--- config.mk ---
export PLATFORM = sky130hd
export DESIGN_NAME = fetch_unit_flat
export DESIGN_NICKNAME = d
export VERILOG_FILES = /design/src/rtl/fetch_unit_if.sv /design/src/rtl/fetch_unit.sv /design/src/flat_wrapper.sv
export SDC_FILE = /design/constraint.sdc
export NUM_CORES = 1
export LEC_CHECK = 0
export ABC_AREA = 0
export CAP_MARGIN = 20
export CORE_MARGIN = 3
export CORE_UTILIZATION = 28
export DETAILED_ROUTE_END_ITERATION = 16
export MAX_ROUTING_LAYER = met4
export SETUP_SLACK_MARGIN = 0.15
export SYNTH_ARGS = -nofsm -noshare
export SYNTH_HDL_FRONTEND = slang
export SYNTH_SLANG_ARGS = --single-unit
export TNS_END_PERCENT = 10
--- constraint.sdc ---
create_clock -name clk -period 6 [get_ports clk]
set_input_delay 0.9 -clock clk [delete_from_list [all_inputs] [get_ports clk]]
set_output_delay 0.9 -clock clk [all_outputs]
set_load 0.1 [all_outputs]
--- src/rtl/fetch_unit_if.sv ---
// Fetch-unit signal bundle: instruction-memory request/response, redirect and decode handshake.
// master = fetch unit side, slave = memory/decode environment side.
interface fetch_unit_if;
  logic [31:0] imem_pc_op;
  logic [31:0] imem_instr_ip;
  logic        redirect_ip;
  logic [31:0] redirect_pc_ip;
  logic        if_valid_op;
  logic [31:0] if_pc_op;
  logic [31:0] if_instr_op;
  logic        if_ready_ip;

  modport master (
    output imem_pc_op, if_valid_op, if_pc_op, if_instr_op,
    input  imem_instr_ip, redirect_ip, redirect_pc_ip, if_ready_ip
  );

  modport slave (
    input  imem_pc_op, if_valid_op, if_pc_op, if_instr_op,
    output imem_instr_ip, redirect_ip, redirect_pc_ip, if_ready_ip
  );
endinterface

--- src/rtl/fetch_unit.sv ---
// Instruction-fetch front end: issues one read per cycle to a 1-cycle memory, buffers
// returned words with their PCs in a small FIFO and hands them to decode; supports redirect.
module fetch_unit #(
  parameter logic [31:0] RESET_PC  = 32'h0000_0000,
  parameter int unsigned BUF_DEPTH = 2
) (
  input logic          clk,
  input logic          rst,
  fetch_unit_if.master bus
);

  localparam int unsigned PtrW = (BUF_DEPTH > 1) ? $clog2(BUF_DEPTH) : 1;
  localparam int unsigned CntW = PtrW + 1;
  localparam logic [31:0] Nop  = 32'h0000_0013;

  logic [31:0]     pc_q;
  logic [31:0]     issued_pc_q;
  logic            issue_q;
  logic [CntW-1:0] count_q;
  logic [PtrW-1:0] wr_ptr_q;
  logic [PtrW-1:0] rd_ptr_q;
  logic [31:0]     pc_mem    [BUF_DEPTH];
  logic [31:0]     instr_mem [BUF_DEPTH];

  logic [31:0]     fetch_pc;
  logic            head_valid;
  logic            pop;
  logic            push;
  logic            issue;
  logic [CntW-1:0] credit;

  always_comb begin
    fetch_pc   = bus.redirect_ip ? {bus.redirect_pc_ip[31:2], 2'b00} : pc_q;
    head_valid = (count_q != '0);
    pop        = head_valid & bus.if_ready_ip & ~bus.redirect_ip;
    push       = issue_q & ~bus.redirect_ip;
    // Occupancy including the word still in flight; pop implies count_q >= 1, so no underflow.
    credit     = count_q + CntW'(issue_q) - CntW'(pop);
    issue      = bus.redirect_ip | (credit < CntW'(BUF_DEPTH));
  end

  assign bus.imem_pc_op  = fetch_pc;
  assign bus.if_valid_op = head_valid;
  assign bus.if_pc_op    = head_valid ? pc_mem[rd_ptr_q] : 32'h0;
  assign bus.if_instr_op = head_valid ? instr_mem[rd_ptr_q] : Nop;

  always_ff @(posedge clk or posedge rst) begin
    if (rst) begin
      pc_q        <= RESET_PC;
      issued_pc_q <= 32'h0;
      issue_q     <= 1'b0;
    end else begin
      issue_q <= issue;
      if (issue) begin
        pc_q        <= fetch_pc + 32'd4;
        issued_pc_q <= fetch_pc;
      end
    end
  end

  always_ff @(posedge clk or posedge rst) begin
    if (rst) begin
      count_q  <= '0;
      wr_ptr_q <= '0;
      rd_ptr_q <= '0;
    end else if (bus.redirect_ip) begin
      count_q  <= '0;
      wr_ptr_q <= '0;
      rd_ptr_q <= '0;
    end else begin
      if (push) wr_ptr_q <= wr_ptr_q + PtrW'(1);
      if (pop)  rd_ptr_q <= rd_ptr_q + PtrW'(1);
      if (push && !pop)      count_q <= count_q + CntW'(1);
      else if (pop && !push) count_q <= count_q - CntW'(1);
    end
  end

  // Storage needs no reset: entries are only read while count_q marks them valid.
  always_ff @(posedge clk) begin
    if (push) begin
      pc_mem[wr_ptr_q]    <= issued_pc_q;
      instr_mem[wr_ptr_q] <= bus.imem_instr_ip;
    end
  end

  a_no_overflow: assert property (@(posedge clk) disable iff (rst)
    (push && !pop) |-> (count_q < CntW'(BUF_DEPTH)));

endmodule

--- src/flat_wrapper.sv ---
// flat-port wrapper written by rule: the top's interface ports become plain ports
module fetch_unit_flat 
#(
  parameter logic [31:0] RESET_PC  = 32'h0000_0000,
  parameter int unsigned BUF_DEPTH = 2
)
  (clk, rst, bus_imem_pc_op, bus_if_valid_op, bus_if_pc_op, bus_if_instr_op, bus_imem_instr_ip, bus_redirect_ip, bus_redirect_pc_ip, bus_if_ready_ip);
  fetch_unit_if bus_i ();
  input logic clk;
  input logic rst;
  output wire logic [$bits(bus_i.imem_pc_op)-1:0] bus_imem_pc_op;
  output wire logic [$bits(bus_i.if_valid_op)-1:0] bus_if_valid_op;
  output wire logic [$bits(bus_i.if_pc_op)-1:0] bus_if_pc_op;
  output wire logic [$bits(bus_i.if_instr_op)-1:0] bus_if_instr_op;
  input wire logic [$bits(bus_i.imem_instr_ip)-1:0] bus_imem_instr_ip;
  input wire logic [$bits(bus_i.redirect_ip)-1:0] bus_redirect_ip;
  input wire logic [$bits(bus_i.redirect_pc_ip)-1:0] bus_redirect_pc_ip;
  input wire logic [$bits(bus_i.if_ready_ip)-1:0] bus_if_ready_ip;
  assign bus_imem_pc_op = bus_i.imem_pc_op;
  assign bus_if_valid_op = bus_i.if_valid_op;
  assign bus_if_pc_op = bus_i.if_pc_op;
  assign bus_if_instr_op = bus_i.if_instr_op;
  assign bus_i.imem_instr_ip = bus_imem_instr_ip;
  assign bus_i.redirect_ip = bus_redirect_ip;
  assign bus_i.redirect_pc_ip = bus_redirect_pc_ip;
  assign bus_i.if_ready_ip = bus_if_ready_ip;
  fetch_unit #(.RESET_PC(RESET_PC), .BUF_DEPTH(BUF_DEPTH)) u_core (.clk(clk), .rst(rst), .bus(bus_i));
endmodule
==> results.toml <==
[run_status]
outcome = "completed"

[global_routing]
grt_max_degree = 51
grt_pass1_vias = 5877
grt_overflow_total = 0
grt_pass1_wl_um = 33300
antenna_found_initial = 0
track_usage = 0.134

[yosys]
avgSynthCellArea_um2 = 12.7
synth_top_family_by_area = "simple AND/OR/NAND/NOR gates"
synthFlopType = "edfxtp_1"
synth_xor_area_frac = 0.0213
synth.cell_area_um2 = 8650
synth_cell_types = 61
synthSimpleGateAreaFrac = 0.134
synthMuxAreaShare = 0.114
ys_seq_area_frac = 0.638
syn_nets = 752
syn_inst = 682
synth_fa_ha_area_frac = 0.00289
synth_edf_count = 128
ys_warn_count = 0
synth-compound-area-share = 0.0620
ys_async_sr_fraction = 0.344
synth_seq_cells = 195

[pwr]
power_density_nw_per_um2 = 528
ir_drop_mv = 0.248
swShare = 0.478
combPwrFrac = 0.458
p_int_w = 0.00311
clkPwrFrac = 0.188
pwr-share-seq = 0.354
p_leak_nw = 4.12
switchingPower_w = 0.00285
p_total_w = 0.00596

[timing]
fin_hold_ws_ns = 0.467
grt_setup_unrepaired = "no"
relSlewSlack = 0.259
period_minus_slack_ns = 4.31
drv_slew = 0
setup-tns-final_ns = 0
setup_ws_ns = 1.69
fmax_ghz = 0.232
fin_skew_ns = 0.0180
final-setup-viol-count = 0
tightest_slew_ns = 1.11
period_share = 0.718
finalHoldViolations = 0

[critical_path]
cp.required_ns = 5.10
critPathBufInv = 4
crit_family = "buffers and inverters"
crit_chain = "buf_2 > buf_4 > mux2i_1 > inv_1 > clkdlybuf4s50_1"
slowest_delay_ns = 1.01
end_kind = "primary output"
cp_slowest_cell = "clkdlybuf4s50_1"
cp.depth = 5
critPathLaunchType = "input pin"
cp_max_fo = 34
critPathKind = "input pin to primary output"
arrival_ns = 3.41
rr_worst_depth = 12

[floorplanning]
die_y_um = 182
core_area_um2 = 30000
dieArea_um2 = 33000
row_count = 63
die_x_um = 182
start_util = 0.288
io-pin-count = 165

[placement]
dpl-instance-area_um2 = 10700
numPortBuffers = 162
place_ws_ns = 1.67
gp_congestion = 0.776
hpwlAfterDp_um = 14800

[clocking]
cts_made_buffers = 17
path_clk_slew_ns = 0.08
clk_path_buf_depth = 2
ctsHoldBuffers = 0
root_buffer = "clkbuf_16"
cts.sinks = 195
htree_num_levels = 4
insertion_delay_ns = 0.44
cts_tree = "done"
post_cts_buffers = 0
cts_resized = 0

[finish]
layout-drive-gt1-share = 0.105
n_fill_cell = 2872
multi_input_area_um2 = 2920
design_area_um2 = 11300
seqCellArea_um2 = 5520
diodes = 0
syn_to_final_growth_pct = 30.6
final_nets = 912

[detailed_routing]
drc_errors = 0
drtPass1Iterations = 4
drtIter0Drc = 251
vias = 5693
wl_um = 21500
viasPerCell = 4.57
wire_per_inst_um = 17.2
drtAntennaViolNets = 0

[worst_hold_path]
hold_class = "register to register"
whs_path_depth = 0

[run]
cap_violations = 0
==> state kept, by name (all words and copies together) (netlist names) <==
name                flops
u_core.pc_q            30
u_core.count_q          2
u_core.pc_mem          64
u_core.rd_ptr_q         1
u_core.issue_q          1
u_core.instr_mem       64
u_core.wr_ptr_q         1
u_core.issued_pc_q     32
==> worst paths after layout <==
kind                                        startpoint               endpoint  slack [ns]
worst max-delay path                   bus_redirect_ip     bus_imem_pc_op[25]        1.69
worst min-delay path            u_core.issued_pc_q[21]   u_core.pc_mem[1][21]        0.47
worst max register to register       u_core.count_q[1]         u_core.pc_q[5]        2.38
worst min register to register  u_core.issued_pc_q[21]   u_core.pc_mem[1][21]        0.47
max in group asynchronous                          rst        u_core.rd_ptr_q        4.06
min in group asynchronous                          rst  u_core.issued_pc_q[0]        0.93
==> power by group through the flow <==
stage / combinational, W / clock, W / sequential, W
5_1_grt: 0.00289 / 0.00122 / 0.00216
3_5_place_dp: 0.00276 / 0 / 0.00214
6_report: 0.00273 / 0.00112 / 0.00211
3_3_place_gp: 0.00275 / 0 / 0.00212
4_1_cts: 0.00277 / 0.00117 / 0.00211
2_1_floorplan: 0.00214 / 0 / 0.00206
==> per-stage QoR <==
stage          instances   util
2_1_floorplan        682      -
3_3_place_gp        1213  0.357
3_5_place_dp        1213  0.357
4_1_cts             1245  0.376
5_1_grt             1245  0.376
6_report            1245  0.376
==> placed cells by master, fill, tap and decap left out, types with 4 or more instances in the layout <==
| master | n |
|---|---|
| clkdlybuf4s50_1 | 161 |
| clkinv_4 | 4 |
| o21ai_0 | 7 |
| mux2i_1 | 77 |
| mux2_2 | 18 |
| edfxtp_1 | 128 |
| inv_1 | 15 |
| o31ai_1 | 10 |
| a31oi_1 | 4 |
| nor2b_1 | 5 |
| and4_1 | 4 |
| xnor2_1 | 16 |
| o211ai_1 | 4 |
| nand3_1 | 11 |
| a21oi_1 | 32 |
| buf_4 | 11 |
| inv_6 | 4 |
| nand3b_1 | 5 |
| nand4_1 | 6 |
| dfrtp_1 | 66 |
| xor2_1 | 5 |
| clkbuf_16 | 17 |
| nor2_1 | 143 |
| nand2_1 | 28 |
| and3_1 | 5 |
==> logic make-up (layout without fill, tap and decap cells) <==
kind of cell    count (synthesis)  in the layout
mux                            96             96
buf+inv                        51            224
compound gates                 77             77
simple gates                  240            240
fa+ha+maj                       2              2
xor+xnor                       21             21
flops                         195            195
==> synthesized netlist by cell type, drive strengths merged, types with 7 or more instances <==
cell type  number  area, um^2
nor2          145         544
edfxtp        128        3840
mux2i          78         785
dfrtp          67        1680
a21oi          32         160
nand2          28         105
inv            18        67.6
mux2           18         203
clkbuf         17        63.8
buf            16         109
xnor2          16         140
nand3          12        65.1
o31ai          10        75.1
o21ai           8        43.8
and3            7        46.3
nand4           7        50.1
==> per-layer routing <==
metal,routed length [um],GRT usage,vias up
li1,-,-,2789
met1,10100,0.179,2746
met2,10300,0.214,144
met3,807,0.0256,14
met4,201,0.0326,0
met5,0,-,-
==> layout make-up <==
class | count | area share
multi-input combinational | 436 | 0.258
tap | 390 | 0.0432
clock inverter | 15 | 0.0142
clock buffer | 17 | 0.0376
sequential | 195 | 0.489
timing repair buffer | 174 | 0.152
inverter | 18 | 0.00598
No activity file was read; power rests on OpenSTA's default activity.
